<file path="src/rtl/hazard_pkg.sv">
// hazard_pkg: shared types and widths for the pipeline hazard controller
package hazard_pkg;
    typedef enum logic [1:0] {RUN, FREEZE, FLUSH} state_t;
    localparam int FLUSH_CNT_W = 3;
    localparam int REG_IDX_W = 5;
endpackage

</file>
<file path="src/rtl/hazard_load_use_detect.sv">
// hazard_load_use_detect: flags an ID-stage read of a register still being loaded in EX
module hazard_load_use_detect
    import hazard_pkg::*;
(
    input  logic [REG_IDX_W-1:0] id_rs1_i,
    input  logic [REG_IDX_W-1:0] id_rs2_i,
    input  logic                 id_use_rs1_i,
    input  logic                 id_use_rs2_i,
    input  logic [REG_IDX_W-1:0] ex_rd_i,
    input  logic                 ex_mem_read_i,
    output logic                 load_use_o
);
    assign load_use_o = ex_mem_read_i && ex_rd_i != '0 &&
                        ((id_use_rs1_i && id_rs1_i == ex_rd_i) ||
                         (id_use_rs2_i && id_rs2_i == ex_rd_i));
endmodule

</file>
<file path="src/rtl/hazard_controller.sv">
// hazard_controller: stall/flush sequencer (freeze > mispredict flush > load-use bubble)
// Optional HAZARD_PERF_CNT_EN adds stall/flush event counters.
module hazard_controller
    import hazard_pkg::*;
#(
    parameter int FLUSH_CYCLES = 1
) (
    input  logic                 clk,
    input  logic                 reset,
    input  logic [REG_IDX_W-1:0] id_rs1_i,
    input  logic [REG_IDX_W-1:0] id_rs2_i,
    input  logic                 id_use_rs1_i,
    input  logic                 id_use_rs2_i,
    input  logic [REG_IDX_W-1:0] ex_rd_i,
    input  logic                 ex_mem_read_i,
    input  logic                 ex_br_valid_i,
    input  logic                 ex_br_taken_i,
    input  logic                 ex_br_pred_i,
    input  logic                 dmem_busy_i,
    output logic                 pc_stall_o,
    output logic                 if_id_stall_o,
    output logic                 if_id_flush_o,
    output logic                 id_ex_stall_o,
    output logic                 id_ex_flush_o,
    output logic                 ex_mem_stall_o,
    output logic                 pc_redirect_o
`ifdef HAZARD_PERF_CNT_EN
    ,
    output logic [31:0]          stall_cnt_o,
    output logic [31:0]          flush_cnt_o
`endif
);
    localparam logic [FLUSH_CNT_W-1:0] FLUSH_INIT = FLUSH_CNT_W'(FLUSH_CYCLES - 1);

    state_t                 state, state_n;
    logic [FLUSH_CNT_W-1:0] cnt, cnt_n;
    logic                   mis_pend, mis_pend_n;
    logic                   load_use, mispredict, freeze, do_mis, do_flush, do_lu;

    hazard_load_use_detect u_lu (
        .id_rs1_i     (id_rs1_i),
        .id_rs2_i     (id_rs2_i),
        .id_use_rs1_i (id_use_rs1_i),
        .id_use_rs2_i (id_use_rs2_i),
        .ex_rd_i      (ex_rd_i),
        .ex_mem_read_i(ex_mem_read_i),
        .load_use_o   (load_use)
    );

    // A freeze entered from FLUSH keeps a non-zero cnt, which is how it knows to resume flushing
    always_comb begin
        mispredict = ex_br_valid_i && (ex_br_taken_i != ex_br_pred_i);
        freeze     = dmem_busy_i;
        do_mis     = !freeze && (state == RUN ? mispredict : (state == FREEZE && mis_pend));
        do_flush   = !freeze && (state == FLUSH || (state == FREEZE && cnt != '0));
        do_lu      = !freeze && !do_mis && !do_flush && load_use;
        state_n    = freeze   ? FREEZE :
                     do_mis   ? (FLUSH_CYCLES > 1 ? FLUSH : RUN) :
                     do_flush ? (cnt == FLUSH_CNT_W'(1) ? RUN : FLUSH) : RUN;
        cnt_n      = freeze ? cnt : do_mis ? FLUSH_INIT : do_flush ? cnt - 1'b1 : '0;
        mis_pend_n = freeze && (mis_pend || (mispredict && cnt == '0));
    end

    always_ff @(posedge clk or posedge reset) begin
        if (reset) begin
            state    <= RUN;
            cnt      <= '0;
            mis_pend <= 1'b0;
        end else begin
            state    <= state_n;
            cnt      <= cnt_n;
            mis_pend <= mis_pend_n;
        end
    end

    assign pc_stall_o     = !reset && (freeze || do_lu);
    assign if_id_stall_o  = !reset && (freeze || do_lu);
    assign id_ex_stall_o  = !reset && freeze;
    assign ex_mem_stall_o = !reset && freeze;
    assign if_id_flush_o  = !reset && (do_mis || do_flush);
    assign id_ex_flush_o  = !reset && (do_mis || do_flush || do_lu);
    assign pc_redirect_o  = !reset && do_mis;

`ifdef HAZARD_PERF_CNT_EN
    always_ff @(posedge clk or posedge reset) begin
        if (reset) begin
            stall_cnt_o <= '0;
            flush_cnt_o <= '0;
        end else begin
            stall_cnt_o <= stall_cnt_o + 32'(pc_stall_o);
            flush_cnt_o <= flush_cnt_o + 32'(pc_redirect_o);
        end
    end
`endif
endmodule

</file>
<file path="config.mk">
export PLATFORM = sky130hd
export DESIGN_NAME = hazard_controller
export DESIGN_NICKNAME = d
export VERILOG_FILES = /design/src/rtl/hazard_pkg.sv /design/src/rtl/hazard_load_use_detect.sv /design/src/rtl/hazard_controller.sv
export SDC_FILE = /design/constraint.sdc
export NUM_CORES = 1
export LEC_CHECK = 0
export ABC_AREA = 1
export ABC_CLOCK_PERIOD_IN_PS = 3130
export BUFFER_PORTS_ARGS = -buffer_cell sky130_fd_sc_hd__buf_4
export CAP_MARGIN = 10
export CORE_MARGIN = 2
export CORE_UTILIZATION = 48
export CTS_CLUSTER_SIZE = 12
export DETAILED_ROUTE_END_ITERATION = 16
export PLACE_DENSITY_LB_ADDON = 0.25
export SYNTH_ARGS = -nofsm -noshare
export SYNTH_HDL_FRONTEND = slang
export SYNTH_SLANG_ARGS = --single-unit
</file>
<file path="constraint.sdc">
create_clock -name clk -period 3.13 [get_ports clk]
set_input_delay 0.313 -clock clk [delete_from_list [all_inputs] [get_ports clk]]
set_output_delay 0.313 -clock clk [all_outputs]
set_load 0.01 [all_outputs]
</file>
==> results of run 1 <==
## report_power, final
| part | internal, mW | switching (mW) |
|---|---|---|
| clock network | 0.0431 | 0.0244 |
| registers | 0.0795 | 0.000802 |
| logic | 0.0358 | 0.0350 |
| total | 0.158 | 0.0602 |
## synthesized netlist by cell type (2+ instances only)
| cell | count |
|---|---|
| buf_4 | 2 |
| dfrtp_1 | 6 |
| ha_1 | 3 |
| inv_1 | 18 |
| inv_2 | 8 |
| nand2_1 | 41 |
| nand2_2 | 4 |
| nand3_1 | 4 |
| nor2_1 | 16 |
| o21ai_2 | 3 |
## per-layer routing
| layer | part of all wire | vias up | track usage |
|---|---|---|---|
| met2 | 0.47 | 20 | 0.3672 |
| met1 | 0.46 | 293 | 0.2409 |
| li1 | - | 394 | - |
| met3 | 0.067 | 0 | 0.06522 |
| met4 | 0 | 0 | 0.02419 |
| met5 | 0 | - | 0 |
## placed cells by master (no fill, tap or decap)
cell type	synthesis	routed
nand4_2	1	1
inv_2	8	8
inv_1	18	18
a21oi_1	1	1
dfrtp_1	6	6
ha_1	3	3
nand2_1	41	41
nor2_1	16	16
nand3_1	4	4
nand4_1	1	1
buf_4	2	30
nand2_4	1	1
nand4_4	1	1
nand2_2	4	4
clkbuf_4	0	3
nor2_2	1	1
xnor2_1	1	1
a21oi_2	1	1
o21ai_2	3	3
## cells by family (layout without fill, tap and decap cells)
| group | count (synthesis) | count (layout) | share of synthesized area |
|---|---|---|---|
| AND/OR/NAND/NOR | 70 | 70 | 0.4756 |
| buffers and inverters | 28 | 59 | 0.1692 |
| flip-flops | 6 | 6 | 0.2256 |
| AO/OA/AOI/OAI | 5 | 5 | 0.06015 |
| adder cells (fa/ha/maj) | 3 | 3 | 0.05640 |
| XOR/XNOR | 1 | 1 | 0.01316 |
## sequential cells by signal, summed over array words and instances (netlist names)
signal,flops
cnt,3
mis_pend,1
state,2
## worst max-delay path, stage by stage (launching register included)
cell,delay [ps]
dfrtp_1,410
inv_1,100
ha_1,150
nand2_1,80
nand2_2,100
nand4_1,90
nor2_1,90
nand2_1,70
nand2_1,80
buf_4,120
## through the flow
step	utilization	std cells	setup WS, ps	hold slack, ps
CTS	0.7048	159	1269	0.2849
global placement	0.6875	156	1560	258.5
global route	0.7048	159	1126	19.02
floorplan	-	113	1572	112.3
finish	0.7048	159	1283	2.016
detailed placement	0.6875	156	1524	257.2
## layout make-up
type                       instances  area (um^2)  area share
clock buffer                       3        22.52     0.02456
inverter                          26        97.59      0.1064
multi-input combinational         79        402.9      0.4393
sequential                         6        150.1      0.1637
tap                               15        18.77     0.02046
timing repair buffer              30        225.2      0.2456
## path summary, 6_finish.rpt
kind                                       to  slack, ps
max in group asynchronous              cnt[0]       2930
worst min-delay path                 state[0]          2
worst max-delay path            if_id_stall_o       1280
worst max register to register       state[1]       1850
min in group clk                     state[0]        230
worst min register to register         cnt[1]        490
==> impl_metrics.tcl, run 1 <==
set metrics [dict create \
    critPathLaunch "cnt[0]" \
    ys_ff_latch 6 \
    htree_num_levels 1 \
    vias 707 \
    area_delta_synth_final_pct 37.78 \
    grt_pass1_wl_um 2297 \
    hold_buffers 0 \
    worstPathArrival_ps 1530 \
    wl_per_cell_um 8.497 \
    die_h_um 41.24 \
    dieArea_mm2 0.001701 \
    synth.top_cell.area_share 0.2312 \
    fin_crit_sh 0.5900 \
    vias_per_cell 4.447 \
    post_cts_buffers 0 \
    antenna_found_initial 0 \
    required_ps 2820 \
    dp_hpwl_um 1200 \
    crit_fanout 4 \
    ys_seq_area_frac 0.2256 \
    ir_drop_v 0.0002656 \
    skew_ps 2.127 \
    reg2reg_from "cnt[0]" \
    synth_area_leaders "nand2_1, dfrtp_1, inv_1, nor2_1, ha_1" \
    grt_pass1_vias 633 \
    clock-sinks 6 \
    fin_tns_setup_ps 0 \
    max_clock_freq_mhz 541.5 \
    ctsResizeCount 0 \
    place_area_um2 894.6 \
    p_total_uw 218.7 \
    numCtsBuffers 3 \
    synthFlopType "dfrtp_1" \
    rows 13 \
    rr_worst_depth 7 \
    syn-num-nets 140 \
    ys_types 18 \
    synth_area_leader_cell "nand2_1" \
    ios 31 \
    drive_gt1_frac 0.3681 \
    avgSynthCellArea_um2 5.891 \
    synth_edf_count 0 \
    drc 0 \
    maxSlewViolCount 0 \
    async_flop_share 1.000 \
    fin_area_um2 917.1 \
    hp-class "input pin to asynchronous set/reset pin" \
    status "complete, no violations" \
    place_congestion 0.8352 \
    p_leak_nw 0.5819 \
    cts_tree "yes" \
    tightest_slew_ps 238.5 \
    yosysWarnings 0 \
    initial_utilization 0.5115 \
    syn_inst 113 \
    track_usage 0.2043 \
    nets 173 \
    period_minus_slack_ps 1847 \
    ant_nets 0 \
    rsz0062_at_grt "false" \
    wirelength_um 1351 \
    cp-start-kind "register" \
    cp-end-kind "primary output" \
    grt_max_degree 8 \
    port_buffers 30 \
    coreArea_mm2 0.001301 \
    cap_viol_max_count 0 \
    grt_overflow 0 \
    clock_latency_ps 240 \
    finalSetupViolCount 0 \
    antenna_cells 0 \
    clkSlewWorstSetupHoldPaths_ps 40 \
    pwr_density_cell_mw_per_mm2 238.4 \
    fillers 122 \
    dr.pass1.iters 2 \
    clock_path_buffers 2 \
    ctsRootBufferMaster "clkbuf_4" \
    syn_area_um2 665.6 \
    path_class "register to primary output" \
    finalHoldViolations 0 \
    drt_iter0_markers 7 \
    maxSlewHeadroom 0.8408 \
    die_x_um 41.24 \
]
Power figures use the tool's default switching activity.
==> inputs of run 2 (changes only) <==
--- a/config.mk
+++ b/config.mk
@@ -6,11 +6,11 @@
 export NUM_CORES = 1
 export LEC_CHECK = 0
 export ABC_AREA = 1
-export ABC_CLOCK_PERIOD_IN_PS = 3130
+export ABC_CLOCK_PERIOD_IN_PS = 1650
 export BUFFER_PORTS_ARGS = -buffer_cell sky130_fd_sc_hd__buf_4
 export CAP_MARGIN = 10
 export CORE_MARGIN = 2
-export CORE_UTILIZATION = 48
+export CORE_UTILIZATION = 41
 export CTS_CLUSTER_SIZE = 12
 export DETAILED_ROUTE_END_ITERATION = 16
 export PLACE_DENSITY_LB_ADDON = 0.25
==> constraint.sdc (replaced) <==
create_clock -name clk -period 1.65 [get_ports clk]
set_input_delay 0.165 -clock clk [delete_from_list [all_inputs] [get_ports clk]]
set_output_delay 0.165 -clock clk [all_outputs]
set_load 0.01 [all_outputs]
==> impl_metrics.tcl, run 2 (synthesis results as in run 1) <==
set metrics [dict create \
    required_ps 1480 \
    tightest_slew_ps 214.5 \
    ios 31 \
    drive_gt1_frac 0.4238 \
    hp-class "input pin to register" \
    drc 0 \
    cp-start-kind "register" \
    grtUsageMet3 0.02857 \
    dieArea_mm2 0.001962 \
    critPathMostFrequentCell "nand2_4" \
    place_congestion 0.7658 \
    slowest_stage "dfrtp_1" \
    swShare 0.2897 \
    post-route-util 0.6728 \
    pwr-share-clk 0.313 \
    mostFrequentLayoutCells "nand2_1, buf_4, inv_1, nor2_1, inv_2" \
    skew_ps 3.475 \
    die_h_um 44.29 \
    clkSlewWorstSetupHoldPaths_ps 40 \
    fin_ws_ps 77.30 \
    vias 753 \
    p_leak_nw 0.6280 \
    grt_max_degree 7 \
    coreArea_mm2 0.001506 \
    maxSlewHeadroom 0.8565 \
    crit_fanout 2 \
    nets 180 \
    cap_viol_max_count 0 \
    clock_path_buffers 2 \
    fin_tns_setup_ps 0 \
    antenna_cells 0 \
    vias_per_cell 4.509 \
    track_usage 0.1939 \
    period_minus_slack_ps 1573 \
    maxSlewViolCount 0 \
    largest_reg_flops 3 \
    rows 14 \
    crit_chain "inv_2 > ha_4 > nand2_4 > nand2_4 > nand4_1 > nor2_1 > nand2_1 > nand2_2 > buf_6" \
    grt_pass1_vias 719 \
    dp_cells 158 \
    drt_iter0_markers 17 \
    power_frac_seq 0.352 \
    numCtsBuffers 3 \
    initial_utilization 0.4419 \
    cts_tree "yes" \
    clock-sinks 6 \
    clock_latency_ps 250 \
    area_delta_synth_final_pct 52.26 \
    layout_commonest_cell "nand2_1" \
    finalHoldViolations 0 \
    finalSetupViolCount 0 \
    grt_pass1_wl_um 2808 \
    rsz0062_at_grt "false" \
    netSwitchingPower_uw 125.5 \
    ir_drop_v 0.0004649 \
    fin_crit_sh 0.9532 \
    use_met1 0.2273 \
    combPwrFrac 0.335 \
    reg_top3 "cnt x3, state x2, mis_pend x1" \
    port_buffers 30 \
    critPathTopFamily "simple AND/OR/NAND/NOR gates" \
    wl_per_cell_um 9.341 \
    ant_nets 0 \
    ctsRootBufferMaster "clkbuf_4" \
    crit_buf_inv 2 \
    cp-end-kind "primary output" \
    grt_overflow 0 \
    dr.pass1.iters 4 \
    path_class "register to primary output" \
    die_x_um 44.29 \
    post-place-ws_ps 186.7 \
    max_flop_register "cnt" \
    max_stage_delay_ps 380 \
    htree_num_levels 1 \
    worstPathArrival_ps 1410 \
    top_usage_layer "met2" \
    wirelength_um 1560 \
    dp_hpwl_um 1280 \
    max_clock_freq_mhz 635.8 \
    pwr_density_cell_mw_per_mm2 427.5 \
    antenna_found_initial 0 \
    power.internal_uw 307.7 \
    grt_use_met2 0.3441 \
    status "complete, no violations" \
    final_cells 167 \
]
-- run 2: cell types whose count changed in the layout (fill, tap and decap cells not counted), moves of 2 or more --
cell | before | now
buf_6 | 0 | 2
inv_1 | 18 | 16
nand2_1 | 41 | 39
buf_4 | 30 | 34
inv_2 | 8 | 10
nand2_4 | 1 | 3
-- run 2: repair_timing --
item,CTS,global route
endpoints found under the hold margin,6,0
buffers inserted,3,2
resized for setup,8,3
pin swaps,5,6
hold buffers,1,0
cloned,0,0
setup endpoints to repair,3,3
-- run 2: worst paths after layout --
| kind | startpoint | to | slack [ps] | cells after the start |
|---|---|---|---|---|
| max reg2reg | cnt[0] | cnt[2] | 530 | 5 |
| min reg2reg | mis_pend | mis_pend | 510 | 2 |
| min in group asynchronous | reset | cnt[0] | 450 | 4 |
| max in group asynchronous | reset | state[1] | 1090 | 4 |
| min | dmem_busy_i | state[0] | 80 | 1 |
| max | cnt[1] | if_id_stall_o | 80 | 9 |
-- run 2: cell type report --
type,count,area [um^2]
timing repair buffer,37,287.8
inverter,26,97.59
sequential,6,150.1
fill,140,493.0
tap,16,20.02
multi-input combinational,79,435.4
clock buffer,3,22.52
-- run 2: power by group through the flow --
stage	clock network [mW]	registers [mW]	logic, mW
finish	0.136	0.152	0.145
floorplan	0	0.154	0.0670
detailed placement	0	0.154	0.139
global placement	0	0.154	0.136
global route	0.145	0.153	0.165
CTS	0.144	0.152	0.144
-- run 2: through the flow --
stage               total power, mW  hold WS, ps  instance area, um^2
detailed placement           0.2932        172.4                903.4
global placement             0.2899        167.1                903.4
finish                       0.4332        79.36                 1013
global route                 0.4630        76.86                 1013
CTS                          0.4401        67.79                983.4
floorplan                    0.2211       -35.73                665.6
-- run 2: layer usage --
layer,vias up,wire length [um]
met3,2,81
met1,327,644
met5,-,0
li1,407,-
met4,0,25
met2,17,808
==> inputs of run 3 (changes only) <==
--- a/config.mk
+++ b/config.mk
@@ -6,11 +6,11 @@
 export NUM_CORES = 1
 export LEC_CHECK = 0
 export ABC_AREA = 1
-export ABC_CLOCK_PERIOD_IN_PS = 1650
+export ABC_CLOCK_PERIOD_IN_PS = 1900
 export BUFFER_PORTS_ARGS = -buffer_cell sky130_fd_sc_hd__buf_4
 export CAP_MARGIN = 10
 export CORE_MARGIN = 2
-export CORE_UTILIZATION = 41
+export CORE_UTILIZATION = 48
 export CTS_CLUSTER_SIZE = 12
 export DETAILED_ROUTE_END_ITERATION = 16
 export PLACE_DENSITY_LB_ADDON = 0.25
==> constraint.sdc (replaced) <==
create_clock -name clk -period 1.9 [get_ports clk]
set_input_delay 0.19 -clock clk [delete_from_list [all_inputs] [get_ports clk]]
set_output_delay 0.19 -clock clk [all_outputs]
set_load 0.01 [all_outputs]
==> impl_metrics.tcl, run 3 (synthesis results as in run 1) <==
set metrics [dict create \
    required_ps 1710 \
    drt_iter0_markers 15 \
    post-route-util 0.7125 \
    skew_ps 1.418 \
    cap_viol_max_count 0 \
    cp-end-kind "primary output" \
    grt_max_degree 7 \
    reg_top3 "cnt x3, state x2, mis_pend x1" \
    register_area_um2 150.1 \
    coreArea_mm2 0.001301 \
    max_flop_register "cnt" \
    slowest_stage "dfrtp_1" \
    antenna_cells 0 \
    hold_buffers 1 \
    ctsResizeCount 0 \
    post-place-ws_ps 441.6 \
    ant_nets 0 \
    fin_tns_setup_ps 0 \
    fin_crit_sh 0.8981 \
    top_usage_layer "met2" \
    grt_pass1_vias 648 \
    htree_num_levels 1 \
    numCtsBuffers 3 \
    multi_input_area_um2 402.9 \
    tightest_slew_ps 268.0 \
    track_usage 0.2085 \
    ir_drop_v 0.0004127 \
    period_minus_slack_ps 1706 \
    rr_worst_depth 7 \
    power.internal_uw 262.5 \
    p_total_uw 363.1 \
    netSwitchingPower_uw 100.5 \
    status "complete, no violations" \
    clock-sinks 6 \
    place_congestion 0.8459 \
    hp-class "input pin to register" \
    antenna_found_initial 0 \
    wl_per_cell_um 9.056 \
    clock_latency_ps 240 \
    nets 174 \
    pwr_density_cell_mw_per_mm2 391.6 \
    initial_utilization 0.5115 \
    grtUsageMet3 0.04891 \
    use_met1 0.2270 \
    fin_ws_ps 193.7 \
    grt_pass1_wl_um 2401 \
    dieArea_mm2 0.001701 \
    holdPathStages 1 \
    port_buffers 30 \
    die_h_um 41.24 \
    path_class "register to primary output" \
    post_cts_buffers 0 \
    pwr-share-clk 0.307 \
    clkSlewWorstSetupHoldPaths_ps 40 \
    worstPathArrival_ps 1520 \
    dp_hpwl_um 1280 \
    vias_per_cell 4.463 \
    die_x_um 41.24 \
    crit_chain "inv_1 > ha_1 > nand2_1 > nand2_2 > nand4_1 > nor2_1 > nand2_1 > nand2_1 > buf_4" \
    clock_path_buffers 2 \
    final_cells 160 \
    max_clock_freq_mhz 586.1 \
    wirelength_um 1449 \
    hold_slack_ps 99.76 \
    grt_use_met2 0.4219 \
    place_area_um2 894.6 \
    finalHoldViolations 0 \
    fillers 108 \
    ios 31 \
    swShare 0.2769 \
    largest_reg_flops 3 \
    layout_commonest_cell "nand2_1" \
    cts_tree "yes" \
    mostFrequentLayoutCells "nand2_1, buf_4, inv_1, nor2_1, inv_2" \
    vias 714 \
    cp-start-kind "register" \
    finalSetupViolCount 0 \
    p_leak_nw 0.5861 \
    rows 13 \
    area_delta_synth_final_pct 39.29 \
    dr.pass1.iters 4 \
    combPwrFrac 0.329 \
    ctsRootBufferMaster "clkbuf_4" \
    max_stage_delay_ps 410 \
    dp_cells 156 \
    maxSlewHeadroom 0.8208 \
    grt_overflow 0 \
    drive_gt1_frac 0.3655 \
    fin_area_um2 927.1 \
    crit_fanout 4 \
    drc 0 \
    rsz0062_at_grt "false" \
    maxSlewViolCount 0 \
    critPathMostFrequentCell "nand2_1" \
    power_frac_seq 0.364 \
]
==> run 3: changes by cell type in the layout (fill, tap and decap cells not counted), sizes merged <==
cell  change
buf       -6
==> run 3: critical path, delay by kind of cell, from the launching register on <==
family	cells	cell delay, ps
DFF	1	410
and+or+nand+nor	6	500
adders and majority gates	1	140
buffers and inverters	2	220
==> run 3: cell type report <==
cell class                      count  share of cell area
Multi-Input combinational cell     79              0.4345
Timing Repair Buffer               31              0.2537
Sequential cell                     6              0.1619
Inverter                           26              0.1053
Clock buffer                        3             0.02429
Tap cell                           15             0.02024
==> run 3: worst paths after layout <==
path                        startpoint  slack, ps       endpoint
setup / recovery                cnt[0]        190  if_id_stall_o
hold / removal             dmem_busy_i        100       state[0]
setup reg to reg                cnt[0]        620         cnt[0]
hold reg to reg                 cnt[1]        480         cnt[1]
max in group asynchronous        reset       1230         cnt[1]
min in group asynchronous        reset        460       mis_pend
==> run 3: metal layers <==
| metal | vias up | part of all wire |
|---|---|---|
| met5 | - | 0 |
| met4 | 0 | 0 |
| met3 | 0 | 0.065 |
| met2 | 22 | 0.52 |
| met1 | 299 | 0.41 |
| li1 | 393 | - |
==> run 3: power by group through the flow <==
stage | clock network (mW) | logic [mW] | registers, mW
finish | 0.111 | 0.119 | 0.132
global route | 0.119 | 0.137 | 0.132
CTS | 0.114 | 0.120 | 0.132
detailed placement | 0 | 0.118 | 0.134
global placement | 0 | 0.115 | 0.134
floorplan | 0 | 0.0581 | 0.134
